===== config.mk =====
export PLATFORM = sky130hd
export DESIGN_NAME = exec_stage_flat
export DESIGN_NICKNAME = d
export VERILOG_FILES = /design/src/rtl/exec_if.sv /design/src/rtl/exec_stage.sv /design/src/flat_wrapper.sv
export SDC_FILE = /design/constraint.sdc
export NUM_CORES = 1
export LEC_CHECK = 0
export BUFFER_PORTS_ARGS = -buffer_cell sky130_fd_sc_hd__clkbuf_2
export CORE_ASPECT_RATIO = 1.4
export CORE_MARGIN = 1
export CORE_UTILIZATION = 55
export DETAILED_ROUTE_END_ITERATION = 7
export HOLD_SLACK_MARGIN = 0.12
export PLACE_DENSITY_LB_ADDON = 0.12
export SETUP_SLACK_MARGIN = 0.15
export SLEW_MARGIN = 20
export SYNTH_ARGS = -nofsm -noshare
export SYNTH_HDL_FRONTEND = slang
export SYNTH_SLANG_ARGS = --single-unit

===== constraint.sdc =====
create_clock -name clk -period 2.2 [get_ports clk]
set_input_delay 0.66 -clock clk [delete_from_list [all_inputs] [get_ports clk]]
set_output_delay 0.66 -clock clk [all_outputs]
set_load 0.005 [all_outputs]

===== src/rtl/exec_if.sv =====
// Execute-stage bus: decoded instruction and forwarded operands in, EX/WB register contents out.
// Flag outputs exist only when EXEC_FLAGS_EN is defined.
interface exec_if;
    logic       stall;
    logic       in_valid;
    logic [7:0] instr;
    logic [7:0] in0;
    logic [7:0] in1;
    logic [7:0] prev_instr;
    logic [7:0] up_dat;
    logic       wb_en;
    logic [2:0] wb_addr;
    logic       jmp_taken;
    logic [7:0] jmp_target;
`ifdef EXEC_FLAGS_EN
    logic       flag_z;
    logic       flag_c;
`endif

    modport master (
        output stall, in_valid, instr, in0, in1,
        input  prev_instr, up_dat, wb_en, wb_addr, jmp_taken, jmp_target
`ifdef EXEC_FLAGS_EN
        , input flag_z, flag_c
`endif
    );

    modport slave (
        input  stall, in_valid, instr, in0, in1,
        output prev_instr, up_dat, wb_en, wb_addr, jmp_taken, jmp_target
`ifdef EXEC_FLAGS_EN
        , output flag_z, flag_c
`endif
    );
endinterface


===== src/rtl/exec_stage.sv =====
// Execute stage: ALU into the EX/WB register, jump resolution and wrong-path squash.
// Optional zero/carry flags are built when EXEC_FLAGS_EN is defined.
module exec_stage #(
    parameter logic [7:0] BUBBLE_INSTR = 8'hC0
) (
    input  logic clk,
    input  logic rst_n,
    exec_if.slave bus
);
    typedef enum logic {RUN, KILL} state_e;

    state_e     state_q;
    logic [7:0] prev_q, up_q, tgt_q;
    logic       wb_q, jt_q;
    logic [1:0] op;
    logic [7:0] imm_sx;
    logic [7:0] alu_res;
`ifdef EXEC_FLAGS_EN
    logic       alu_c;
    logic       z_q, c_q;
`endif

    assign op     = bus.instr[7:6];
    assign imm_sx = {{5{bus.instr[2]}}, bus.instr[2:0]};

    // For shifts the carry is whatever bit falls off the end; an extra 0 bit
    // on the outgoing side makes a zero-amount shift report carry 0.
    always_comb begin
        alu_res = bus.in1;
`ifdef EXEC_FLAGS_EN
        alu_c   = 1'b0;
`endif
        case (op)
            2'b00: begin
`ifdef EXEC_FLAGS_EN
                {alu_c, alu_res} = {1'b0, bus.in1} + {1'b0, bus.in0};
`else
                alu_res = bus.in1 + bus.in0;
`endif
            end
            2'b01: begin
`ifdef EXEC_FLAGS_EN
                {alu_c, alu_res} = {1'b0, bus.in1} + {1'b0, imm_sx};
`else
                alu_res = bus.in1 + imm_sx;
`endif
            end
            2'b10: begin
                if (bus.instr[2]) begin
`ifdef EXEC_FLAGS_EN
                    {alu_res, alu_c} = {bus.in1, 1'b0} >> bus.instr[1:0];
`else
                    alu_res = bus.in1 >> bus.instr[1:0];
`endif
                end else begin
`ifdef EXEC_FLAGS_EN
                    {alu_c, alu_res} = {1'b0, bus.in1} << bus.instr[1:0];
`else
                    alu_res = bus.in1 << bus.instr[1:0];
`endif
                end
            end
            default: alu_res = bus.in1;
        endcase
    end

    always_ff @(posedge clk or negedge rst_n) begin
        if (!rst_n) begin
            state_q <= RUN;
            prev_q  <= BUBBLE_INSTR;
            up_q    <= 8'h00;
            wb_q    <= 1'b0;
            jt_q    <= 1'b0;
            tgt_q   <= 8'h00;
`ifdef EXEC_FLAGS_EN
            z_q     <= 1'b0;
            c_q     <= 1'b0;
`endif
        end else if (bus.stall) begin
            // Everything freezes except the jump pulse, which must not stretch.
            jt_q <= 1'b0;
        end else begin
            jt_q   <= 1'b0;
            wb_q   <= 1'b0;
            prev_q <= BUBBLE_INSTR;
            if (bus.in_valid) begin
                if (state_q == KILL) begin
                    state_q <= RUN;
                end else if (op == 2'b11) begin
                    prev_q  <= bus.instr;
                    jt_q    <= 1'b1;
                    tgt_q   <= {2'b00, bus.instr[5:0]};
                    state_q <= KILL;
                end else begin
                    prev_q <= bus.instr;
                    up_q   <= alu_res;
                    wb_q   <= 1'b1;
`ifdef EXEC_FLAGS_EN
                    z_q    <= (alu_res == 8'h00);
                    c_q    <= alu_c;
`endif
                end
            end
        end
    end

    assign bus.prev_instr = prev_q;
    assign bus.up_dat     = up_q;
    assign bus.wb_en      = wb_q;
    assign bus.wb_addr    = prev_q[5:3];
    assign bus.jmp_taken  = jt_q;
    assign bus.jmp_target = tgt_q;
`ifdef EXEC_FLAGS_EN
    assign bus.flag_z     = z_q;
    assign bus.flag_c     = c_q;
`endif
endmodule


===== src/flat_wrapper.sv =====
// flat-port wrapper written by rule: the top's interface ports become plain ports
module exec_stage_flat 
#(
    parameter logic [7:0] BUBBLE_INSTR = 8'hC0
)
  (clk, rst_n, bus_stall, bus_in_valid, bus_instr, bus_in0, bus_in1, bus_prev_instr, bus_up_dat, bus_wb_en, bus_wb_addr, bus_jmp_taken, bus_jmp_target);
  exec_if bus_i ();
  input  logic clk;
  input  logic rst_n;
  input wire logic [$bits(bus_i.stall)-1:0] bus_stall;
  input wire logic [$bits(bus_i.in_valid)-1:0] bus_in_valid;
  input wire logic [$bits(bus_i.instr)-1:0] bus_instr;
  input wire logic [$bits(bus_i.in0)-1:0] bus_in0;
  input wire logic [$bits(bus_i.in1)-1:0] bus_in1;
  output wire logic [$bits(bus_i.prev_instr)-1:0] bus_prev_instr;
  output wire logic [$bits(bus_i.up_dat)-1:0] bus_up_dat;
  output wire logic [$bits(bus_i.wb_en)-1:0] bus_wb_en;
  output wire logic [$bits(bus_i.wb_addr)-1:0] bus_wb_addr;
  output wire logic [$bits(bus_i.jmp_taken)-1:0] bus_jmp_taken;
  output wire logic [$bits(bus_i.jmp_target)-1:0] bus_jmp_target;
  assign bus_i.stall = bus_stall;
  assign bus_i.in_valid = bus_in_valid;
  assign bus_i.instr = bus_instr;
  assign bus_i.in0 = bus_in0;
  assign bus_i.in1 = bus_in1;
  assign bus_prev_instr = bus_i.prev_instr;
  assign bus_up_dat = bus_i.up_dat;
  assign bus_wb_en = bus_i.wb_en;
  assign bus_wb_addr = bus_i.wb_addr;
  assign bus_jmp_taken = bus_i.jmp_taken;
  assign bus_jmp_target = bus_i.jmp_target;
  exec_stage #(.BUBBLE_INSTR(BUBBLE_INSTR)) u_core (.clk(clk), .rst_n(rst_n), .bus(bus_i));
endmodule

==> results.cfg <==
[hold_path]
hold_path.class = primary input to asynchronous set/reset pin

[floorplan]
dieWidth_um = 50.7
die_h_um = 70.2
dieArea_um2 = 3560
num_io_pins = 57
start_util = 0.579
coreArea_um2 = 3150
rows = 24

[setup_path]
r2r_setup_slack_ps = 390
path_class = primary input to register
cp_max_fo = 3
crit_required_ps = 2340
worst_setup_path_start_kind = primary input
worstReg2RegEnd = u_core.bus.up_dat[6]$_DFFE_PN0P_
r2r_cells = 5
r2r-start = u_core.state_q$_DFFE_PN0P_
critPathCaptureType = register
cp.arrival_ps = 2440

[outcome]
violations = setup timing
status = complete, but fails checks

[global_routing]
grt-ovfl-total = 0
grt_max_degree = 26
antenna_found_initial = 0
grt_pass1_vias = 1679
gr-usage-all-layers = 0.297
grt_pass1_wl_um = 7810

[pwr]
seq_power_share = 0.409
vdd_drop_max_mv = 0.438
leakage_uw = 0.00124
switching_share = 0.325
intPower_uw = 995
p_per_area_nw_per_um2 = 586
power.switching_uw = 480
power_uw = 1470
combPwrFrac = 0.411
power_frac_clock = 0.180

[layout]
final_cell_mix = clkbuf_2 (53), buf_4 (24), dfrtp_1 (23), nand2_1 (14)
fillers = 214
areaGrowthSynthToFinish_pct = 37.8
final_common_cell = clkbuf_2
utilization = 0.798
antennaDiodeCount = 0
drive_gt1_frac = 0.513
final_net_count = 299

[sta]
slew_headroom = 0.598
fin_crit_ps = 2300
clock-skew-final_ps = 5.17
report.final.hold_viol_count = 0
slew_viol_final = 0
rsz0062_at_grt = true
tightest_slew_ps = 603
max_freq_ghz = 0.435
worst_slack_ps = -99.9
finalCritPeriodShare = 1.05
setup_violations = 1

[logic_synthesis]
muxShareOfSynthArea = 0.154
ys_types = 43
avgSynthCellArea_um2 = 9.61
yosys.area_share.simple = 0.157
yosys_warnings = 0
synth-compound-area-share = 0.186
synthFlopType = dfrtp_1
synth_edf_count = 0
synthCells = 190
synthAdderAreaFrac = 0.0658
synth_xor_area_frac = 0.0192
netlist_area_um2 = 1830
ys_seq_elements = 25
seq_area_frac_synth = 0.344
synth_top_family_by_area = compound AO/OA/AOI/OAI gates
synthArstFlopShare = 1.00

[drt]
viasPerCell = 5.83
initialDrtViolationCount = 55
drc = 0
ant_nets = 0
first_pass_iters = 4
wl_per_cell_um = 17.0
routed_wl_um = 5090
vias = 1750

[cts]
cts.sinks = 25
root_buffer = clkbuf_8
cts_buffers = 3
cts_tree = yes
cts_buffer_depth = 2
clk_latency_ps = 270
h-tree-depth = 1
cts.clk_slew.worst_paths_ps = 80

[placement]
portBuffers = 54
place_congestion = 0.916
dpl.hpwl_um = 3850
dp_slack_ps = -422

[run]
cap_violations = 0
power by group through the flow:
stage	clock network (µW)	logic [µW]	registers (µW)
after global placement	0	501	606
after global routing	284	656	616
after detailed placement	0	523	611
after floorplan	0	294	613
final	265	606	603
after CTS	268	553	602
sequential cells by signal (all words and copies together) (netlist names):
register	count
u_core.bus.jmp_target	6
u_core.bus.prev_instr	8
u_core.bus.jmp_taken	1
u_core.bus.wb_en	1
u_core.bus.up_dat	8
u_core.state_q	1
worst max-delay path by stage:
stage / slack [ps] / endpoint / startpoint
after CTS: -30 / u_core.bus.up_dat[6]$_DFFE_PN0P_ / bus_instr[7]
after floorplan: -220 / u_core.bus.up_dat[6]$_DFFE_PN0P_ / bus_instr[0]
after detailed placement: -420 / u_core.bus.up_dat[6]$_DFFE_PN0P_ / bus_instr[7]
after global placement: -320 / u_core.bus.up_dat[6]$_DFFE_PN0P_ / bus_instr[7]
final: -100 / u_core.bus.up_dat[6]$_DFFE_PN0P_ / bus_instr[7]
after global routing: -160 / u_core.bus.up_dat[6]$_DFFE_PN0P_ / bus_instr[7]
layout make-up:
class                           count  area (µm²)  share of cell area
Sequential cell                    25         628               0.250
Clock buffer                        4        45.0              0.0179
Tap cell                           39        48.8              0.0194
Timing Repair Buffer               81         490               0.195
Multi-Input combinational cell    142        1270               0.504
Inverter                            9        33.8              0.0134
stage by stage:
step                      instance area [µm²]  cells  hold slack, ps  setup TNS [ps]
after floorplan                          1920    191             364            -399
after detailed placement                 2260    291             450           -1840
after CTS                                2380    296             400           -28.6
after global routing                     2510    300             433            -227
final                                    2510    300             380           -99.9
after global placement                   2260    291             451           -1350
synth_stat cells (all sizes together), types with 4 or more instances:
library cell | number | area [µm²]
nor2 | 13 | 77.6
a211oi | 7 | 52.6
mux2i | 9 | 90.1
mux2 | 9 | 101
dfrtp | 23 | 576
o21ai | 8 | 40.0
inv | 9 | 33.8
buf | 13 | 88.8
o22ai | 4 | 25.0
a21oi | 14 | 70.1
nand2 | 21 | 78.8
ha | 8 | 100
a22o | 6 | 52.6
mux4 | 4 | 90.1
nand2b | 4 | 25.0
per-layer routing:
metal  vias up  GRT usage  wire (µm)
met5         -          0          0
met4         0      0.160        159
met3        12     0.0392        215
met2        66      0.516       2720
met1       848      0.345       1990
li1        824          -          -
repair_timing:
item,in CTS,in global routing
hold buffers,0,0
buffers inserted,1,4
resized for setup,10,23
gates cloned,0,0
endpoints found under the setup margin,6,4
pin swaps,6,14
critical path, stage by stage:
cell	delay, ps
buf_6	90
nand2b_4	160
mux2_4	210
ha_4	140
inv_2	40
fa_2	350
nor2b_1	140
o21ai_1	90
a21boi_1	210
mux2i_1	260
a211oi_2	90
logic make-up (layout without fill, tap and decap cells):
group / Yosys count / in the layout
AND/OR/NAND/NOR: 54 / 54
AO/OA/AOI/OAI: 51 / 51
flip-flops: 25 / 25
buffers and inverters: 24 / 94
multiplexers: 22 / 22
adder cells (fa/ha/maj): 9 / 9
XOR/XNOR: 4 / 4
other: 1 / 2
No activity file was read; power rests on OpenSTA's default activity.
